**config.mk**
```make
export PLATFORM = sky130hd
export DESIGN_NAME = mod3_check_tx
export DESIGN_NICKNAME = d
export VERILOG_FILES = /design/src/rtl/mod3_pkg.sv /design/src/rtl/mod3_check_tx_residue.sv /design/src/rtl/mod3_check_tx.sv
export SDC_FILE = /design/constraint.sdc
export NUM_CORES = 1
export LEC_CHECK = 0
export BUFFER_PORTS_ARGS = -buffer_cell sky130_fd_sc_hd__clkbuf_2
export CORE_MARGIN = 2
export CORE_UTILIZATION = 40
export DETAILED_ROUTE_END_ITERATION = 12
export PLACE_DENSITY = 0.63
export SETUP_SLACK_MARGIN = 0.05
export SLEW_MARGIN = 10
export SYNTH_ARGS = -nofsm -noshare
export SYNTH_HDL_FRONTEND = slang
export SYNTH_HIERARCHICAL = 1
export SYNTH_SLANG_ARGS = --single-unit
```
**constraint.sdc**
```tcl
create_clock -name clk -period 2.55 [get_ports clk]
set_input_delay 0.51 -clock clk [delete_from_list [all_inputs] [get_ports clk]]
set_output_delay 0.51 -clock clk [all_outputs]
set_load 0.03 [all_outputs]
```
**src/rtl/mod3_pkg.sv**
```systemverilog
// Shared types and residue helpers for the mod-3 frame transmitter
// and its matching receive-side detector.
package mod3_pkg;

  typedef enum logic [1:0] {
    IDLE,
    DATA,
    CHECK
  } state_e;

  // (2r + b) mod 3 for r in 0..2
  function automatic logic [1:0] next_residue(
    input logic [1:0] r,
    input logic       b
  );
    logic [2:0] v;
    logic [1:0] res;
    v = {r, b};
    case (v)
      3'd0:    res = 2'd0;
      3'd1:    res = 2'd1;
      3'd2:    res = 2'd2;
      3'd3:    res = 2'd0;
      3'd4:    res = 2'd1;
      3'd5:    res = 2'd2;
      default: res = 2'd0;
    endcase
    return res;
  endfunction

  function automatic logic [1:0] check_bits(
    input logic [1:0] r
  );
    logic [1:0] c;
    case (r)
      2'd1:    c = 2'b10;
      2'd2:    c = 2'b01;
      default: c = 2'b00;
    endcase
    return c;
  endfunction

endpackage

```
**src/rtl/mod3_check_tx_residue.sv**
```systemverilog
// Running mod-3 residue of an MSB-first bit stream.
// Clear has priority over enable.
module mod3_residue
  import mod3_pkg::*;
(
  input  logic       clk_i,
  input  logic       rst_ni,
  input  logic       clr_i,
  input  logic       en_i,
  input  logic       bit_i,
  output logic [1:0] r_o
);

  logic [1:0] r_q, r_d;

  always_comb begin
    r_d = r_q;
    if (clr_i)
      r_d = 2'd0;
    else if (en_i)
      r_d = next_residue(r_q, bit_i);
  end

  always_ff @(posedge clk_i or negedge rst_ni) begin
    if (!rst_ni)
      r_q <= 2'd0;
    else
      r_q <= r_d;
  end

  assign r_o = r_q;

endmodule

```
**src/rtl/mod3_check_tx.sv**
```systemverilog
// Serial frame transmitter: payload MSB-first plus two check bits
// that make the whole frame a multiple of 3.
module mod3_check_tx
  import mod3_pkg::*;
#(
  parameter int WIDTH = 8
) (
  input  logic             clk,
  input  logic             resetn,
  input  logic             in_valid,
  input  logic [WIDTH-1:0] in_data,
  output logic             in_ready,
  output logic             dout,
  output logic             dout_valid,
  output logic             sof,
  output logic             eof
);

  localparam int CW = $clog2(WIDTH);
  localparam logic [CW-1:0] LAST = CW'(WIDTH - 1);

  state_e           state_q, state_d;
  logic [CW-1:0]    cnt_q, cnt_d;
  logic [WIDTH-1:0] sh_q, sh_d;
  logic [1:0]       r;
  logic [1:0]       code;
  logic             chk2;
  logic             accept;

  // counter reads 0/1 during CHECK to pick c[1] then c[0]
  assign chk2     = (state_q == CHECK) && (cnt_q == CW'(1));
  assign in_ready = (state_q == IDLE) || chk2;
  assign accept   = in_ready && in_valid;

  always_ff @(posedge clk or negedge resetn) begin
    if (!resetn) begin
      state_q <= IDLE;
      cnt_q   <= '0;
      sh_q    <= '0;
    end else begin
      state_q <= state_d;
      cnt_q   <= cnt_d;
      sh_q    <= sh_d;
    end
  end

  always_comb begin
    state_d = state_q;
    unique case (state_q)
      IDLE:    if (in_valid) state_d = DATA;
      DATA:    if (cnt_q == LAST) state_d = CHECK;
      CHECK:   if (chk2) state_d = in_valid ? DATA : IDLE;
      default: state_d = IDLE;
    endcase
  end

  always_comb begin
    cnt_d = cnt_q;
    sh_d  = sh_q;
    if (accept) begin
      sh_d  = in_data;
      cnt_d = '0;
    end else begin
      unique case (state_q)
        DATA: begin
          sh_d  = {sh_q[WIDTH-2:0], 1'b0};
          cnt_d = (cnt_q == LAST) ? '0 : cnt_q + CW'(1);
        end
        CHECK:   cnt_d = chk2 ? '0 : cnt_q + CW'(1);
        default: cnt_d = cnt_q;
      endcase
    end
  end

  mod3_residue u_res (
    .clk_i  (clk),
    .rst_ni (resetn),
    .clr_i  (accept),
    .en_i   (state_q == DATA),
    .bit_i  (sh_q[WIDTH-1]),
    .r_o    (r)
  );

  always_comb begin
    code       = check_bits(r);
    dout       = 1'b0;
    dout_valid = 1'b0;
    sof        = 1'b0;
    eof        = 1'b0;
    unique case (state_q)
      DATA: begin
        dout_valid = 1'b1;
        dout       = sh_q[WIDTH-1];
        sof        = (cnt_q == '0);
      end
      CHECK: begin
        dout_valid = 1'b1;
        dout       = chk2 ? code[0] : code[1];
        eof        = chk2;
      end
      default: ;
    endcase
  end

endmodule

```
# Word level (Yosys, flattened, before mapping)
# Cells that the tools add are included.
[classes] reduce_logical=11 mux=20 addsub=1 n_eq_ne=13
[op_table] op="8-bit two-way mux" count=2
[op_table] op="2-bit two-way mux" count=5
[op_table] op="3-bit == test (second input constant)" count=3
[op_table] op="3-bit two-way mux" count=3
[op_table] op="2-bit case mux with 2 select lines" count=2
[op_table] op="3-bit by 1-bit == test with 1-bit output (second input constant)" count=2
[op_table] op="2-bit != test (second input constant)" count=3
[op_table] op="2-bit case mux with 3 select lines" count=1
[op_table] op="3-bit case mux with 2 select lines" count=1
[op_table] op="2-bit OR reduction" count=3
[op_table] op="1-bit two-way mux" count=5
[op_table] op="2-bit by 1-bit == test with 1-bit output (second input constant)" count=2
[op_table] op="2-bit == test (second input constant)" count=2
[op_table] op="3-bit by 1-bit adder with 3-bit output (second input constant)" count=1
[op_table] op="3-bit by 2-bit == test with 1-bit output (second input constant)" count=1
[op_table] op="3-bit logical NOT" count=1
[op_table] op="3-bit AND reduction" count=1
[op_table] op="3-bit nonzero test" count=1
[op_table] op="1-bit logical AND" count=2
[op_table] op="2-bit logical NOT" count=1
[op_table] op="1-bit case mux with 2 select lines" count=1
[op_table] op="2-bit nonzero test" count=1
[op_table] op="1-bit logical OR" count=1
[word_totals] output_inout_bits=5 in_bits=11 regBits=15 wordCells=49

# Depth between registers and ports, before layout
# Gate-level depths: netlist of the first run.
[depth] word_depth=5 mapped_depth=9 depth_no_buf=9

# By module
# The synthesis of the first run kept the hierarchy.
[by_module_without_submodules] mod="mod3_check_tx" n_inst=1 area_each_um2=883.3 cells_each=81 seq_area_each_um2=325.3
[by_module_without_submodules] mod="mod3_residue" n_inst=1 area_each_um2=115.1 cells_each=12 seq_area_each_um2=50.0

# Least setup slack after synthesis of the first run
# OpenSTA, ideal clock, no wires.
[synth_path] path_type="register -> output" start="register state_q[0]" end="output dout" required_time_ns=2.040 slack_ns=0.356 path_stages_with_launch=6 n_path_buf=1 arrival_ns=1.684 cell_sequence="dfrtp_1 inv_1 ha_1 clkbuf_1 nand2_1 o21ai_0"
[synth_via] elab_chain_len=4 elab_cells_between_ends=5 cone_classes="2 x eq/ne; 2 x mux; 1 x reduce/logical"
[synth_lines] element="start: declaration" line_no="mod3_check_tx.sv:22" rtl="state_e state_q, state_d;"
[synth_lines] element="start signal: assignment" line_no="mod3_check_tx.sv:41" rtl="state_q <= state_d;"
[synth_lines] element="2-bit == test" line_no="mod3_check_tx.sv:31, mod3_check_tx.sv:90"
[synth_lines] element="1-bit logical AND" line_no="mod3_check_tx.sv:31" rtl="assign chk2 = (state_q == CHECK) && (cnt_q == CW'(1));"
[synth_lines] element="1-bit two-way mux" line_no="mod3_check_tx.sv:98" rtl="dout = chk2 ? code[0] : code[1];"
[synth_lines] element="1-bit case mux with 2 select lines *" line_no="mod3_check_tx.sv:90" rtl="unique case (state_q)"
[synth_lines] element="end: declaration" line_no="mod3_check_tx.sv:13" rtl="output logic dout,"
# Every way passes the cells marked *; elsewhere a longest branch is shown, timed or not.

# Worst setup path after layout of the first run
[layout_path] start="register cnt_q[1]" end="output dout"
[layout_via] elab_chain_len=4
[layout_lines] element="start: declaration" line_no="mod3_check_tx.sv:23" rtl="logic [CW-1:0] cnt_q, cnt_d;"
[layout_lines] element="start signal: assignment" line_no="mod3_check_tx.sv:42" rtl="cnt_q <= cnt_d;"
[layout_lines] element="3-bit by 1-bit == test with 1-bit output" line_no="mod3_check_tx.sv:31"
[layout_lines] element="1-bit logical AND" line_no="mod3_check_tx.sv:31"
[layout_lines] element="1-bit two-way mux" line_no="mod3_check_tx.sv:98"
[layout_lines] element="1-bit case mux with 2 select lines" line_no="mod3_check_tx.sv:90"
# Every way passes these cells.

==> results of run 1 <==
-- layout make-up --
class,count,area (um^2),share of cell area (%)
clock buffers,4,26.28,2.323
inverters,10,42.54,3.761
multi-input cells,65,566.8,50.11
flip-flops and latches,15,375.4,33.19
well taps,30,37.54,3.319
repair buffers,16,82.58,7.301
-- per-stage QoR --
stage	power, mW	std cells
2_1_floorplan	1.102	93
6_report	1.380	140
3_3_place_gp	1.245	136
4_1_cts	1.403	140
5_1_grt	1.504	140
3_5_place_dp	1.268	136
-- power groups by stage --
stage,Sequential [mW],Combinational (mW),Clock [mW]
3_3_place_gp,0.445,0.800,0
3_5_place_dp,0.451,0.817,0
2_1_floorplan,0.426,0.676,0
6_report,0.445,0.805,0.129
5_1_grt,0.467,0.896,0.142
4_1_cts,0.446,0.818,0.139
-- cell families (layout without fill, tap and decap cells) --
logic type | after synthesis | after routing
DFF | 15 | 15
adders and majority gates | 8 | 8
and+or+nand+nor | 24 | 24
xor gates and xnor gates | 1 | 1
AOI/OAI and AO/OA | 16 | 16
muxes | 16 | 16
buffers and inverters | 13 | 30
-- synth_stat cells, drive strengths merged, types with 2 or more instances --
master,instances,area share [%]
mux2,16,18
dfrtp,15,38
inv,10,4.3
ha,8,10
nand2,7,2.6
o21ai,6,4.1
nor2,4,1.5
nor2b,3,1.9
a211oi,2,1.5
a21oi,2,1.0
buf,2,1.0
nand2b,2,1.5
nand3,2,1.0
-- layer usage --
metal	global-route usage, %	routed length [um]	vias to the layer above
met1	16.61	794	329
met5	0	0	-
met4	6.410	12	0
met3	2.222	70	2
met2	22.76	791	13
li1	-	-	363
-- flip-flops by register name, summed over array words and instances, names as in the netlist --
| register | count |
|---|---|
| cnt_q | 3 |
| sh_q | 8 |
| state_q | 2 |
| u_res/r_o | 2 |
-- worst min-delay path by stage --
stage	startpoint	end	cells after the start
2_1_floorplan	resetn	cnt_q[0]$_DFFE_PN0P_	0
3_3_place_gp	resetn	sh_q[7]$_DFFE_PN0P_	1
3_5_place_dp	resetn	sh_q[7]$_DFFE_PN0P_	1
4_1_cts	resetn	sh_q[4]$_DFFE_PN0P_	1
5_1_grt	resetn	sh_q[4]$_DFFE_PN0P_	1
6_report	resetn	sh_q[4]$_DFFE_PN0P_	1
-- critical path: cells and delay by family (launching register included) --
| family | cells | cell delay, ps |
|---|---|---|
| fa+ha+maj | 1 | 260 |
| compound gates | 2 | 220 |
| buf+inv | 2 | 320 |
| flops | 1 | 410 |
| simple gates | 1 | 250 |
==> qor.csv, run 1 <==
stage;metric;value;unit
run_status;status;completed;
clocking;cts_setup_buffers;0;
setup_path;slowest_stage;dfrtp_1;
sta;worst_hold_slack;134.4;ps
setup_path;cp_cell_sequence;inv_1 -> ha_1 -> and4bb_2 -> a21oi_1 -> o21ai_0 -> clkbuf_2;
pwr;p_per_area;1220;nW/um^2
final_layout;area_growth;13.28;%
sta;setup-tns-final;0;ps
yosys;synth_top_flop_cell;dfrtp_1;
sta;worst_pin_slew;389.3;ps
global_routing;first_global_vias;688;
final_layout;finish.utilization;46.94;%
sta;skew;1.478;ps
sta;setup_viol;0;
sta;post-route-period-util;87.82;%
sta;fin_ws;310.6;ps
final_layout;fin_area;1131;um^2
setup_path;required;2040;ps
floorplan;die_h;53.96;um
routing;first_pass_iters;4;
floorplan;core_area;2410;um^2
routing;vias;707;
yosys;muxShareOfSynthArea;18.05;%
pwr;switching_power;0.5720;mW
setup_path;worstSetupEndpointType;primary output;
clocking;htree_levels;1;
yosys;synth_fa_ha_area_share;10.03;%
pwr;power_frac_seq;32.3;%
final_layout;layout_common_cells;mux2_2 (15), dfrtp_1 (15), clkbuf_2 (15);
routing;routed_via_density;5.050;
clocking;numCtsBuffers;3;
pwr;power_frac_comb;58.4;%
global_routing;grt_pass1_wl;2822;um
setup_path;rr_endpoint;u_res/r_o[1]$_DFFE_PN0P_;
yosys;syn_inst;93;
floorplan;io_pins;16;
yosys;netlist-cell-type-count;32;
clocking;path_clk_slew;80;ps
clocking;cts_root_buf;clkbuf_4;
final_layout;fillerInstances;233;
setup_path;critPathMaxStageDelay;410;ps
yosys;synth_compound_area_share;12.66;%
routing;wl;1668;um
floorplan;initial_utilization;41.43;%
global_routing;antenna_found_initial;0;
final_layout;layout-drive-gt1-share;39.09;%
pwr;swShare;41.46;%
floorplan;die_w;53.96;um
sta;drv_slew;0;
yosys;synth_area;998.5;um^2
pwr;p_int;0.8078;mW
yosys;syn_nets;112;
floorplan;rows;18;
min_path;hp-class;input pin to asynchronous set/reset pin;
placed_design;dp_slack;593.5;ps
final_layout;diodes;0;
clocking;clk_path_buf_depth;2;
yosys;synth_edf_count;0;
placed_design;portBuffers;15;
routing;drt-initial-drc-count;14;
sta;layout_min_cycle_time;2239;ps
setup_path;cp_max_fo;3;
setup_path;worstPathArrival;1730;ps
yosys;synthArstFlopShare;100.0;%
setup_path;r2r_slack;670;ps
sta;fmax;446.5;MHz
yosys;ys_seq_area_share;37.59;%
global_routing;grt_max_degree;16;
clocking;clkSinkCount;15;
clocking;cts_tree;done;
setup_path;startpoint_type;register;
setup_path;worst-setup-path-type;register to primary output;
yosys;synth_simple_gate_area_share;15.16;%
yosys;synthXorXnorAreaFrac;0.8772;%
placed_design;placed_area;1105;um^2
yosys;synth_seq_cells;15;
clocking;cts_hold_buf;0;
yosys;syn_avg_cell_area;10.74;um^2
pwr;power.leakage;0.5557;nW
routing;detail_route.wl_per_cell;11.91;um
floorplan;die-area;2912;um^2
placed_design;dpl.hpwl;1297;um
clocking;clk_latency;270;ps
sta;slew_headroom;74.05;%
setup_path;r2r_cells;8;
routing;ant_nets;0;
global_routing;overflow;0;
clocking;cts_resized;0;
sta;rsz0062_at_grt;false;
routing;drc;0;
setup_path;r2r_start;state_q[0]$_DFFE_PN0P_;
setup_path;worstSetupStartpoint;cnt_q[1]$_DFFE_PN0P_;
pwr;peakVddDrop;0.6556;mV
setup_path;setup.worst_path.end;dout;
global_routing;grt.total_usage;13.49;%
yosys;yosysWarningCount;6;
pwr;power_frac_clock;9.4;%
final_layout;final_nets;130;
run;max_cap_violations;0;
placed_design;gp_congestion;0.7288;
yosys;synth_top_family_by_area;multiplexers;
sta;finalHoldViolCount;0;
No activity file was read; power rests on OpenSTA's default activity.
==> inputs of run 2 (changes only) <==
--- a/config.mk
+++ b/config.mk
@@ -7,9 +7,9 @@
 export LEC_CHECK = 0
 export BUFFER_PORTS_ARGS = -buffer_cell sky130_fd_sc_hd__clkbuf_2
 export CORE_MARGIN = 2
-export CORE_UTILIZATION = 40
+export CORE_UTILIZATION = 59
 export DETAILED_ROUTE_END_ITERATION = 12
-export PLACE_DENSITY = 0.63
+export PLACE_DENSITY = 0.86
 export SETUP_SLACK_MARGIN = 0.05
 export SLEW_MARGIN = 10
 export SYNTH_ARGS = -nofsm -noshare
==> constraint.sdc (replaced) <==
create_clock -name clk -period 2.55 [get_ports clk]
set_input_delay 0 -clock clk [delete_from_list [all_inputs] [get_ports clk]]
set_output_delay 0 -clock clk [all_outputs]
set_load 0.03 [all_outputs]
==> qor.csv, run 2 (synthesis results as in run 1) <==
stage;metric;value;unit;change
run_status;status;completed;;
floorplan;die_w;45.14;um;-16%
pwr;power_frac_seq;32.0;%;-0.3 points
sta;fmax;505.0;MHz;+13%
final_layout;regMostFlops;sh_q;;
clocking;clkSinkCount;15;;unchanged
setup_path;required;2760;ps;+720 ps
clocking;cts_root_buf;clkbuf_4;;
pwr;p_int;0.8048;mW;-0.37%
floorplan;core_area;1541;um^2;-36%
clocking;cts_setup_buffers;0;;unchanged
floorplan;io_pins;16;;unchanged
routing;vias;744;;+5.2%
clocking;htree_levels;1;;unchanged
sta;setup_viol;0;;unchanged
setup_path;startpoint_type;register;;
setup_path;cp_max_fo;11;;+8
routing;drt-initial-drc-count;5;;-9
pwr;power_frac_comb;58.5;%;about the same
clocking;cts_tree;done;;
min_path;hp-class;input pin to register;;
routing;first_pass_iters;4;;unchanged
setup_path;worstSetupEndpointType;register;;
global_routing;overflow;0;;unchanged
floorplan;initial_utilization;64.77;%;+23 points
setup_path;worst-setup-path-type;register to register;;
global_routing;use_met2;40.57;%;+18 points
pwr;peakVddDrop;0.6357;mV;-3.0%
min_path;whs_path_depth;4;;
final_layout;fillerInstances;111;;-52%
sta;rsz0062_at_grt;false;;
placed_design;portBuffers;15;;unchanged
routing;drc;0;;unchanged
global_routing;grt_pass1_wl;3194;um;+13%
min_path;min_from;in_valid;;
final_layout;layout-drive-gt1-share;36.44;%;-2.7 points
global_routing;first_global_vias;737;;+7.1%
sta;setup-tns-final;0;ps;unchanged
sta;slew_headroom;47.46;%;-27 points
final_layout;layout_common_cells;mux2_2 (15), dfrtp_1 (15), clkbuf_2 (15);;
pwr;swShare;42.54;%;+1.1 points
final_layout;diodes;0;;unchanged
final_layout;reg.largest.list;sh_q x8, cnt_q x3;;
setup_path;r2r_start;state_q[0]$_DFFE_PN0P_;;
pwr;power_frac_clock;9.5;%;about the same
placed_design;dpl.hpwl;1347;um;+3.8%
placed_design;gp_congestion;0.8388;;+15%
global_routing;met3_usage;3.600;%;+1.4 points
clocking;clk_path_buf_depth;2;;unchanged
sta;finalHoldViolCount;0;;unchanged
floorplan;die_h;45.14;um;-16%
final_layout;largest_register_ffs;8;;unchanged
pwr;switching_power;0.5959;mW;+4.2%
global_routing;grt_max_degree;21;;+5
final_layout;final_nets;138;;+6.2%
setup_path;r2r_slack;570;ps;-100 ps
routing;ant_nets;0;;unchanged
pwr;power.leakage;0.5912;nW;+6.4%
sta;layout_min_cycle_time;1980;ps;-259.2 ps
pwr;p_per_area;1170;nW/um^2;-4.1%
floorplan;die-area;2037;um^2;-30%
floorplan;rows;14;;-4
sta;drv_slew;0;;unchanged
sta;post-route-period-util;77.65;%;-10 points
global_routing;grt.total_usage;21.45;%;+8.0 points
min_path;worstHoldEndpoint;cnt_q[1]$_DFFE_PN0P_;;
routing;wl;1863;um;+12%
global_routing;gr-usage-met1;26.21;%;+9.6 points
clocking;numCtsBuffers;3;;unchanged
setup_path;r2r_cells;8;;unchanged
global_routing;antenna_found_initial;0;;unchanged
sta;worst_pin_slew;788.1;ps;+398.9 ps
run;max_cap_violations;0;;unchanged
routing;detail_route.wl_per_cell;13.90;um;+17%
global_routing;grt_busiest_layer;met2;;
setup_path;worstPathArrival;2190;ps;+460 ps
setup_path;rr_endpoint;u_res/r_o[1]$_DFFE_PN0P_;;
clocking;path_clk_slew;100;ps;+20 ps
final_layout;area_growth;19.92;%;
routing;routed_via_density;5.552;;+9.9%
sta;worst_hold_slack;163.3;ps;+28.94 ps
clocking;clk_latency;280;ps;about the same
sta;skew;7.381;ps;+5.903 ps
run 2: worst max path at each step:
stage / start / end / cells after the start
6_report: state_q[0]$_DFFE_PN0P_ / u_res/r_o[1]$_DFFE_PN0P_ / 8
3_5_place_dp: state_q[0]$_DFFE_PN0P_ / u_res/r_o[1]$_DFFE_PN0P_ / 8
4_1_cts: state_q[0]$_DFFE_PN0P_ / u_res/r_o[1]$_DFFE_PN0P_ / 8
3_3_place_gp: state_q[0]$_DFFE_PN0P_ / u_res/r_o[1]$_DFFE_PN0P_ / 8
2_1_floorplan: state_q[1]$_DFFE_PN0P_ / sh_q[7]$_DFFE_PN0P_ / 6
5_1_grt: state_q[1]$_DFFE_PN0P_ / dout / 5
run 2: cell type report:
class,count,area [um^2],area share [%]
multi-input combinational,65,566.8,47.34
sequential,15,375.4,31.35
timing repair buffer,24,165.2,13.79
inverter,10,42.54,3.553
clock buffer,3,22.52,1.881
tap,16,20.02,1.672
clock inverter,1,5.005,0.4180
run 2: power groups by stage:
| stage | Clock (mW) | Combinational [mW] | Sequential [mW] |
|---|---|---|---|
| 2_1_floorplan | 0 | 0.676 | 0.426 |
| 4_1_cts | 0.138 | 0.819 | 0.449 |
| 3_5_place_dp | 0 | 0.806 | 0.455 |
| 3_3_place_gp | 0 | 0.771 | 0.444 |
| 5_1_grt | 0.148 | 0.892 | 0.463 |
| 6_report | 0.134 | 0.819 | 0.448 |
run 2: metrics by stage:
| stage | total power, mW | util, % | std cells | setup slack, ps | area, um^2 |
|---|---|---|---|---|---|
| after CTS | 1.406 | 77.68 | 134 | 559.5 | 1197 |
| after global placement | 1.215 | 70.05 | 121 | 680.8 | 1080 |
| after detailed placement | 1.260 | 70.05 | 121 | 583.3 | 1080 |
| after global routing | 1.503 | 77.68 | 134 | 427.4 | 1197 |
| after floorplan | 1.102 | - | 93 | 803.6 | 998.5 |
| final | 1.401 | 77.68 | 134 | 569.8 | 1197 |
run 2: layer usage:
layer	vias up	routed length (um)
met5	-	0
met4	0	0
met3	0	71
met2	19	1010
met1	352	782
li1	373	-
run 2: what timing repair did:
action                                  4_1_cts  5_1_grt
endpoints found under the hold margin        23        0
resized for setup                             0        0
endpoints found under the setup margin        0        0
hold buffers                                  9        0
run 2: critical path, stage by stage (launching register included):
cell and delay (ps):
dfrtp_1 400, inv_1 80, ha_1 360, nand3b_4 170
inv_4 40, o21ai_4 320, inv_4 80, nor4b_2 310
a32o_2 160
